**config.mk**
```make
export PLATFORM = sky130hd
export DESIGN_NAME = range_counter_flat
export DESIGN_NICKNAME = d
export VERILOG_FILES = /design/src/rtl/range_counter_if.sv /design/src/rtl/range_counter.sv /design/src/flat_wrapper.sv
export SDC_FILE = /design/constraint.sdc
export NUM_CORES = 1
export LEC_CHECK = 0
export CORE_AREA = 10 10 51 53
export CTS_CLUSTER_DIAMETER = 50
export DETAILED_ROUTE_END_ITERATION = 8
export DIE_AREA = 0 0 61 63
export SLEW_MARGIN = 20
export SYNTH_ARGS = -nofsm -noshare
export SYNTH_HDL_FRONTEND = slang
export SYNTH_SLANG_ARGS = --single-unit
```
**constraint.sdc**
```tcl
create_clock -name clk -period 2.3 [get_ports clk]
set_clock_uncertainty 0.15 [all_clocks]
set_input_delay 0.575 -clock clk [delete_from_list [all_inputs] [get_ports clk]]
set_output_delay 0.575 -clock clk [all_outputs]
set_load 0.05 [all_outputs]
```
**src/rtl/range_counter_if.sv**
```systemverilog
// range_counter_if: count request, load and status bundle of one counter stage
interface range_counter_if #(
  parameter int Width = 4
);
  logic             enable;
  logic             up0_down1;
  logic             carry_in;
  logic             load;
  logic [Width-1:0] data;
  logic [Width-1:0] count;
  logic             carry_out;
  logic             overflow;
  modport master (
    output enable, up0_down1, carry_in, load, data,
    input  count, carry_out, overflow
  );
  modport slave (
    input  enable, up0_down1, carry_in, load, data,
    output count, carry_out, overflow
  );
endinterface

```
**src/rtl/range_counter.sv**
```systemverilog
// range_counter: up/down counter cycling Low..High with clamped load, cascade carry and overflow flag (COUNTER_STICKY_OVERFLOW_EN makes overflow sticky)
module range_counter #(
  parameter int High    = 9,
  parameter int Low     = 0,
  parameter int Initial = Low,
  parameter int Width   = 4
) (
  input logic             clk,
  input logic             rst,
  range_counter_if.slave  bus
);
  localparam logic [Width:0] HI = (Width+1)'(High);
  localparam logic [Width:0] LO = (Width+1)'(Low);
  localparam logic [Width-1:0] INIT = Width'(Initial);
  if (!(Low >= 0 && Low <= Initial && Initial <= High && High < 2**Width)) begin : g_bad_cfg
    $error("range_counter: illegal High/Low/Initial/Width combination");
  end
  logic [Width-1:0] count_q, count_d;
  logic             overflow_q, overflow_d;
  logic [Width:0]   cnt_x, data_x, clamped, stepped;
  logic             step, terminal, wrap;
  always_comb begin
    step     = bus.enable | bus.carry_in;
    cnt_x    = {1'b0, count_q};
    data_x   = {1'b0, bus.data};
    terminal = bus.up0_down1 ? (cnt_x == LO) : (cnt_x == HI);
    wrap     = step & ~bus.load & terminal;
    clamped  = data_x > HI ? HI : data_x < LO ? LO : data_x;
    stepped  = terminal ? (bus.up0_down1 ? HI : LO) : (bus.up0_down1 ? cnt_x - 1'b1 : cnt_x + 1'b1);
    count_d  = bus.load ? clamped[Width-1:0] : step ? stepped[Width-1:0] : count_q;
`ifdef COUNTER_STICKY_OVERFLOW_EN
    overflow_d = ~bus.load & (overflow_q | wrap);
`else
    overflow_d = wrap;
`endif
  end
  always_ff @(posedge clk or posedge rst) begin
    if (rst) begin
      count_q    <= INIT;
      overflow_q <= 1'b0;
    end else begin
      count_q    <= count_d;
      overflow_q <= overflow_d;
    end
  end
  assign bus.count     = count_q;
  assign bus.overflow  = overflow_q;
  assign bus.carry_out = wrap;
endmodule

```
**src/flat_wrapper.sv**
```systemverilog
// flat-port wrapper written by rule: the top's interface ports become plain ports
module range_counter_flat 
#(
  parameter int High    = 9,
  parameter int Low     = 0,
  parameter int Initial = Low,
  parameter int Width   = 4
)
  (clk, rst, bus_enable, bus_up0_down1, bus_carry_in, bus_load, bus_data, bus_count, bus_carry_out, bus_overflow);
  range_counter_if #(.Width(Width)) bus_i ();
  input logic clk;
  input logic rst;
  input wire logic [$bits(bus_i.enable)-1:0] bus_enable;
  input wire logic [$bits(bus_i.up0_down1)-1:0] bus_up0_down1;
  input wire logic [$bits(bus_i.carry_in)-1:0] bus_carry_in;
  input wire logic [$bits(bus_i.load)-1:0] bus_load;
  input wire logic [$bits(bus_i.data)-1:0] bus_data;
  output wire logic [$bits(bus_i.count)-1:0] bus_count;
  output wire logic [$bits(bus_i.carry_out)-1:0] bus_carry_out;
  output wire logic [$bits(bus_i.overflow)-1:0] bus_overflow;
  assign bus_i.enable = bus_enable;
  assign bus_i.up0_down1 = bus_up0_down1;
  assign bus_i.carry_in = bus_carry_in;
  assign bus_i.load = bus_load;
  assign bus_i.data = bus_data;
  assign bus_count = bus_i.count;
  assign bus_carry_out = bus_i.carry_out;
  assign bus_overflow = bus_i.overflow;
  range_counter #(.High(High), .Low(Low), .Initial(Initial), .Width(Width)) u_core (.clk(clk), .rst(rst), .bus(bus_i));
endmodule
```
==> flow_summary.json, run 1 <==
{
  "hold_path.class": "primary input to async pin",
  "p_per_area_nw_per_um2": 680,
  "drt-pass1-iter-count": 4,
  "io_pins": 16,
  "fin_crit_sh": 0.986,
  "root_buffer": "clkbuf_4",
  "p_comb_frac": 0.465,
  "rows": 15,
  "cp_cell_sequence": "clkdlybuf4s50_1, nor2_4, nor3_4, buf_12",
  "antenna_found_initial": 0,
  "htreeDepth": 1,
  "tightest_slew_ns": 0.496,
  "drcViolationCount": 0,
  "gr-usage-met2": 0.0893,
  "hold_viol_final": 0,
  "finalInstanceArea_sq_um": 629,
  "hpwl_microns": 847,
  "holdWs_ns": 0.379,
  "overflow": 0,
  "fin_tns_setup_ns": 0,
  "die-area_sq_um": 3840,
  "final_common_cell": "clkdlybuf4s50_1",
  "end_kind": "primary output",
  "yosysWarningCount": 0,
  "rsz0062_at_grt": "false",
  "ys_seq_area_frac": 0.315,
  "cts_tree": "done",
  "period_minus_slack_ns": 2.27,
  "max_cap_violations": 0,
  "ys.flop_type": "dfrtp_1",
  "start_util": 0.240,
  "fin_util": 0.381,
  "setup_slack_ns": 0.0317,
  "ir_drop_v": 0.000307,
  "synth_edf_count": 0,
  "grt_pass1_wl_microns": 1750,
  "clock_latency_ns": 0.24,
  "drt-initial-drc-count": 5,
  "synth.distinct_cells": 21,
  "core_sq_um": 1650,
  "diodes": 0,
  "r2r_cells": 6,
  "critical_path_class": "primary input to primary output",
  "timing.fmax_mhz": 441,
  "routed-via-count": 394,
  "die_x_microns": 61,
  "slowest_delay_ns": 0.50,
  "busiest_layer": "met2",
  "viasPerCell": 4.80,
  "cts_setup_buffers": 0,
  "grt_max_degree": 10,
  "p_sw_uw": 175,
  "synth_cells": 43,
  "syn_avg_cell_area_sq_um": 9.22,
  "grt_use_met1": 0.0629,
  "use_met3": 0.0386,
  "power_leakage_uw": 0.000286,
  "cts.sinks": 5,
  "cellInternalPower_uw": 254,
  "power.share.clock": 0.240,
  "slew_viol_final": 0,
  "grt_pass1_vias": 392,
  "ys_async_sr_fraction": 1.00,
  "grt_usage": 0.0605,
  "port_buffers": 15,
  "layout_common_cells": "clkdlybuf4s50_1, buf_4, inv_1, nor2_1, dfrtp_1",
  "synth_seq_cells": 5,
  "maxSlewHeadroom": 0.668,
  "die_y_microns": 63,
  "critPathSlowestCell": "clkdlybuf4s50_1",
  "cts.clk_slew.worst_paths_ns": 0.05,
  "path_max_fanout": 2,
  "postRouteAntennaNets": 0,
  "clock_path_buffers": 2,
  "layout-drive-gt1-share": 0.262,
  "gp_congestion": 0.740,
  "synthTopCellsByArea": "dfrtp_1, ha_1, a21oi_1, fa_1, inv_1",
  "yosysTopAreaCellShare": 0.315,
  "place_area_sq_um": 604,
  "report.final.setup_viol": 0,
  "syn_to_final_growth_pct": 58.7,
  "numCtsBuffers": 3,
  "start_kind": "primary input",
  "required_ns": 1.57,
  "swShare": 0.408,
  "hold_buffers": 0,
  "wirelength_microns": 1020,
  "place_ws_ns": -0.208,
  "status": "finished clean",
  "synth_top_area_cell": "dfrtp_1",
  "nets": 79,
  "detail_route.wl_per_cell_microns": 12.5,
  "syn-cell-area_sq_um": 397,
  "cp.arrival_ns": 1.54,
  "sequentialPowerShare": 0.295,
  "syn-num-nets": 56
}
[path summary, 6_finish.rpt]
path,startpoint,end,slack (ns)
hold / removal,rst,u_core.bus.overflow,0.38
min in group clk,u_core.bus.count[2],u_core.bus.overflow,0.56
setup reg to reg,u_core.bus.count[0],u_core.bus.count[2],0.44
max in group asynchronous,rst,u_core.bus.count[0],1.44
hold reg to reg,u_core.bus.count[2],u_core.bus.overflow,0.56
setup / recovery,bus_carry_in,bus_carry_out,0.03
[flip-flops by register name (all words and copies together), names as in the netlist]
name                 cells
u_core.bus.overflow      1
u_core.bus.count         4
[routing by layer]
layer  routed length [microns]  vias up  share of wire
li1                          -      195              -
met1                       411      181           0.40
met2                       504       16           0.49
met3                        85        2          0.083
met4                        22        0          0.022
met5                         0        -              0
[stage by stage]
step,power (uW),std cells
6_report,428,82
5_1_grt,459,82
4_1_cts,439,82
3_5_place_dp,331,78
3_3_place_gp,329,78
2_1_floorplan,259,43
[area by class of cell]
class / count / area [sq um]
Fill cell: 184 / 1020
Multi-Input combinational cell: 32 / 259
Timing Repair Buffer: 19 / 179
Sequential cell: 5 / 125
Clock buffer: 4 / 26.3
Tap cell: 17 / 21.3
Inverter: 5 / 18.8
[cells in the mapped netlist, types with 2 or more instances]
cell and number:
a21oi_1 4, inv_1 5, o21ai_0 2, a221oi_1 2, nand2_1 3, xor2_1 2, dfrtp_1 5, nor2_1 5
ha_1 2, xnor2_1 2
[logic make-up after synthesis]
| logic type | count (synthesis) | synth area share |
|---|---|---|
| flops | 5 | 0.315 |
| fa+ha+maj | 3 | 0.114 |
| xor+xnor | 4 | 0.0883 |
| compound gates | 12 | 0.211 |
| simple gates | 13 | 0.211 |
| buf+inv | 6 | 0.0599 |
[what timing repair did]
item	in CTS	in global routing
setup endpoints to repair	1	1
resized for setup	1	0
pin swaps	2	1
[power groups by stage]
stage | clock [uW] | combinational [uW] | sequential, uW
5_1_grt | 114 | 215 | 130
3_3_place_gp | 0 | 201 | 128
3_5_place_dp | 0 | 202 | 129
4_1_cts | 108 | 203 | 128
6_report | 103 | 199 | 126
2_1_floorplan | 0 | 87.7 | 171
[worst max-delay path, delay by kind of cell]
kind	cells	cell delay, ns
buffers and inverters	2	0.67
and+or+nand+nor	2	0.29
Note: power is estimated with default switching activity, not from simulation.
==> run 2, diff against run 1 <==
CORE_AREA = 10 10 49 55   (was 10 10 51 53)
DIE_AREA = 0 0 59 65   (was 0 0 61 63)
==> flow_summary.json, run 2 (synthesis gave the netlist of run 1 again) <==
{
  "cts.clk_slew.worst_paths_ns": 0.04,
  "end_kind": "primary output",
  "final_common_cell": "clkdlybuf4s50_1",
  "gr-usage-met2": 0.0803,
  "cts.sinks": 5,
  "use_met3": 0.0175,
  "rows": 16,
  "drt-initial-drc-count": 8,
  "numCtsBuffers": 3,
  "p_per_area_nw_per_um2": 672,
  "place_inst": 79,
  "postRouteAntennaNets": 0,
  "start_kind": "primary input",
  "critPathSlowestCell": "clkdlybuf4s50_1",
  "hpwl_microns": 801,
  "status": "finished clean",
  "root_buffer": "clkbuf_4",
  "overflow": 0,
  "start_util": 0.236,
  "viasPerCell": 4.49,
  "port_buffers": 15,
  "busiest_layer": "met2",
  "grt_usage": 0.0554,
  "required_ns": 1.57,
  "cp.arrival_ns": 1.52,
  "grt_pass1_wl_microns": 1640,
  "grt_pass1_vias": 403,
  "clock_path_buffers": 2,
  "syn_to_final_growth_pct": 59.0,
  "finalInstanceArea_sq_um": 631,
  "rsz0062_at_grt": "false",
  "die_x_microns": 59,
  "place_ws_ns": -0.179,
  "n_fill_cell": 183,
  "power.share.clock": 0.233,
  "path_max_fanout": 2,
  "core_sq_um": 1680,
  "detail_route.wl_per_cell_microns": 11.3,
  "io_pins": 16,
  "antenna_found_initial": 0,
  "clock_latency_ns": 0.24,
  "ir_drop_v": 0.000297,
  "cellInternalPower_uw": 254,
  "multiInputGateArea_sq_um": 259,
  "maxSlewHeadroom": 0.669,
  "p_comb_frac": 0.469,
  "swShare": 0.400,
  "layout.cells.non_filler": 83,
  "timing.fmax_mhz": 446,
  "holdWs_ns": 0.386,
  "report.final.setup_viol": 0,
  "die_y_microns": 65,
  "tightest_slew_ns": 0.495,
  "slew_viol_final": 0,
  "power_leakage_uw": 0.000286,
  "cts_setup_buffers": 0,
  "drt-pass1-iter-count": 4,
  "cts_tree": "done",
  "largest_reg_flops": 4,
  "regArea_sq_um": 125,
  "layout-drive-gt1-share": 0.262,
  "place_area_sq_um": 606,
  "diodes": 0,
  "routed-via-count": 373,
  "die-area_sq_um": 3840,
  "hold_viol_final": 0,
  "wirelength_microns": 939,
  "drcViolationCount": 0,
  "nets": 79,
  "setup_slack_ns": 0.0554,
  "period_minus_slack_ns": 2.24,
  "cp_cell_sequence": "clkdlybuf4s50_1, nor2_4, nor3_4, buf_12",
  "fin_crit_sh": 0.976,
  "critical_path_class": "primary input to primary output",
  "slowest_delay_ns": 0.51,
  "sequentialPowerShare": 0.298,
  "grt_max_degree": 10,
  "htreeDepth": 1,
  "grt_use_met1": 0.0585,
  "max_cap_violations": 0,
  "hold_path.class": "primary input to async pin",
  "layout_common_cells": "clkdlybuf4s50_1, buf_4, inv_1, nor2_1, dfrtp_1",
  "p_sw_uw": 170,
  "gp_congestion": 0.722
}
run 2: cell type report:
| type | instances | share of cell area |
|---|---|---|
| Inverter | 5 | 0.0298 |
| Tap cell | 18 | 0.0357 |
| Clock buffer | 4 | 0.0417 |
| Sequential cell | 5 | 0.198 |
| Multi-Input combinational cell | 32 | 0.411 |
| Timing Repair Buffer | 19 | 0.284 |
run 2: critical path: cells and delay by family:
kind	cells	cell delay [ns]
buffers and inverters	2	0.67
AND/OR/NAND/NOR	2	0.27
run 2: stage by stage:
stage | setup TNS [ns] | utilization | power, uW
after floorplan | 0 | - | 259
after global placement | -0.519 | 0.360 | 328
after detailed placement | -0.506 | 0.360 | 328
after CTS | 0 | 0.375 | 432
after global routing | 0 | 0.375 | 454
final | 0 | 0.375 | 424
run 2: final timing paths:
check                                          from                  end  slack, ns  depth (start not counted)
worst max register to register  u_core.bus.count[0]  u_core.bus.count[2]       0.45                          6
worst min-delay path                            rst  u_core.bus.count[2]       0.39                          2
worst max-delay path                   bus_carry_in        bus_carry_out       0.06                          4
max in group asynchronous                       rst  u_core.bus.count[3]       1.44                          2
worst min register to register  u_core.bus.count[2]  u_core.bus.overflow       0.55                          3
min in group clk                u_core.bus.count[2]  u_core.bus.overflow       0.55                          3
run 2: power by group through the flow:
| stage | clock [uW] | sequential, uW | combinational [uW] |
|---|---|---|---|
| floorplan | 0 | 171 | 87.7 |
| global placement | 0 | 127 | 201 |
| detailed placement | 0 | 128 | 200 |
| CTS | 104 | 126 | 202 |
| global route | 107 | 130 | 217 |
| finish | 98.6 | 126 | 199 |
run 2: metal layers:
layer,up-vias,share of wire
met3,2,0.051
met2,12,0.47
met5,-,0
met4,0,0.030
met1,164,0.45
li1,195,-
run 2: timing repair:
action,in CTS,in global routing
resized for setup,1,0
pin swaps,2,1
setup endpoints to repair,1,1
hold buffers,0,0
==> run 3, diff against run 2 <==
CELL_PAD_IN_SITES_DETAIL_PLACEMENT = 1   (was default)
CELL_PAD_IN_SITES_GLOBAL_PLACEMENT = 1   (was default)
PLACE_DENSITY_LB_ADDON = 0.1   (was default)
==> flow_summary.json, run 3 (synthesis gave the netlist of run 1 again) <==
{
  "report.final.setup_viol": 0,
  "hold_path.class": "primary input to async pin",
  "swShare": 0.403,
  "sequentialPowerShare": 0.298,
  "layout.cells.non_filler": 83,
  "n_fill_cell": 210,
  "start_kind": "primary input",
  "hold_viol_final": 0,
  "cts_setup_buffers": 0,
  "timing.fmax_mhz": 448,
  "power_leakage_uw": 0.000285,
  "numCtsBuffers": 3,
  "grt_usage": 0.0628,
  "grt_pass1_vias": 433,
  "rows": 16,
  "overflow": 0,
  "maxSlewHeadroom": 0.668,
  "routed-via-count": 381,
  "antenna_found_initial": 0,
  "grt_pass1_wl_microns": 1900,
  "final_common_cell": "clkdlybuf4s50_1",
  "p_per_area_nw_per_um2": 674,
  "max_cap_violations": 0,
  "period_minus_slack_ns": 2.23,
  "path_max_fanout": 2,
  "die_x_microns": 59,
  "fin_crit_sh": 0.971,
  "place_ws_ns": -0.205,
  "rsz0062_at_grt": "false",
  "grt_max_degree": 10,
  "start_util": 0.236,
  "p_comb_frac": 0.468,
  "cp.arrival_ns": 1.51,
  "tightest_slew_ns": 0.497,
  "diodes": 0,
  "status": "finished clean",
  "power.share.clock": 0.234,
  "end_kind": "primary output",
  "largest_reg_flops": 4,
  "cellInternalPower_uw": 254,
  "place_area_sq_um": 606,
  "hold_buffers": 0,
  "holdWs_ns": 0.397,
  "clock_latency_ns": 0.24,
  "ir_drop_v": 0.000243,
  "io_pins": 16,
  "cts.clk_slew.worst_paths_ns": 0.04,
  "drt-pass1-iter-count": 3,
  "p_sw_uw": 172,
  "core_sq_um": 1680,
  "gp_congestion": 0.715,
  "postRouteAntennaNets": 0,
  "detail_route.wl_per_cell_microns": 13.2,
  "place_inst": 79,
  "viasPerCell": 4.59,
  "syn_to_final_growth_pct": 59.3,
  "critical_path_class": "primary input to primary output",
  "hpwl_microns": 978,
  "port_buffers": 15,
  "slew_viol_final": 0,
  "drcViolationCount": 0,
  "cts_tree": "done",
  "wirelength_microns": 1100,
  "clock_path_buffers": 2,
  "setup_slack_ns": 0.0678,
  "htreeDepth": 1,
  "drt-initial-drc-count": 1,
  "cts.sinks": 5,
  "layout-drive-gt1-share": 0.262,
  "nets": 79,
  "root_buffer": "clkbuf_4",
  "layout_common_cells": "clkdlybuf4s50_1, buf_4, inv_1, nor2_1, dfrtp_1",
  "p_total_uw": 426,
  "required_ns": 1.57,
  "die-area_sq_um": 3840,
  "die_y_microns": 65,
  "finalInstanceArea_sq_um": 632
}
[run 3: cell count changes in the layout (fill, tap and decap cells not counted)]
cell             before  now
clkdlybuf4s15_1       0    1
dlygate4sd2_1         1    0
[run 3: routing by layer]
metal / share of wire / track usage
met1: 0.43 / 0.0684
met2: 0.50 / 0.104
met3: 0.065 / 0.0253
met4: 0 / 0.0259
met5: 0 / 0
[run 3: layout make-up]
cell class                 instances  area [sq um]  area share
tap                               18          22.5      0.0356
clock buffer                       4          26.3      0.0416
sequential                         5           125       0.198
multi-input combinational         32           259       0.410
inverter                           5          18.8      0.0297
timing repair buffer              19           180       0.285
[run 3: what timing repair did]
action	CTS	global route
pin swaps	1	1
endpoints found under the setup margin	1	1
gates resized for setup	2	0
gates cloned	0	0
[run 3: power groups by stage]
stage / Combinational [uW] / Sequential (uW) / Clock, uW
finish: 199 / 127 / 99.5
global route: 221 / 132 / 112
CTS: 204 / 129 / 104
detailed placement: 202 / 130 / 0
global placement: 204 / 129 / 0
floorplan: 87.7 / 171 / 0
[run 3: worst max-delay path, cell delays in order]
cell and delay [ns]:
clkdlybuf4s50_1 0.50, nor2_4 0.06, nor3_4 0.20, buf_12 0.16
[run 3: path summary, 6_finish.rpt]
kind	start	end	slack, ns	cells past startpoint
worst max-delay path	bus_carry_in	bus_carry_out	0.07	4
worst min-delay path	rst	u_core.bus.count[1]	0.40	2
worst max register to register	u_core.bus.count[0]	u_core.bus.count[2]	0.46	6
worst min register to register	u_core.bus.count[2]	u_core.bus.overflow	0.56	3
max in group asynchronous	rst	u_core.bus.overflow	1.43	2
min in group clk	u_core.bus.count[2]	u_core.bus.overflow	0.56	3
[run 3: metrics by stage]
| stage | util | TNS, ns |
|---|---|---|
| floorplan | - | 0 |
| global placement | 0.360 | -0.410 |
| detailed placement | 0.360 | -0.411 |
| CTS | 0.376 | 0 |
| global route | 0.376 | 0 |
| finish | 0.376 | 0 |
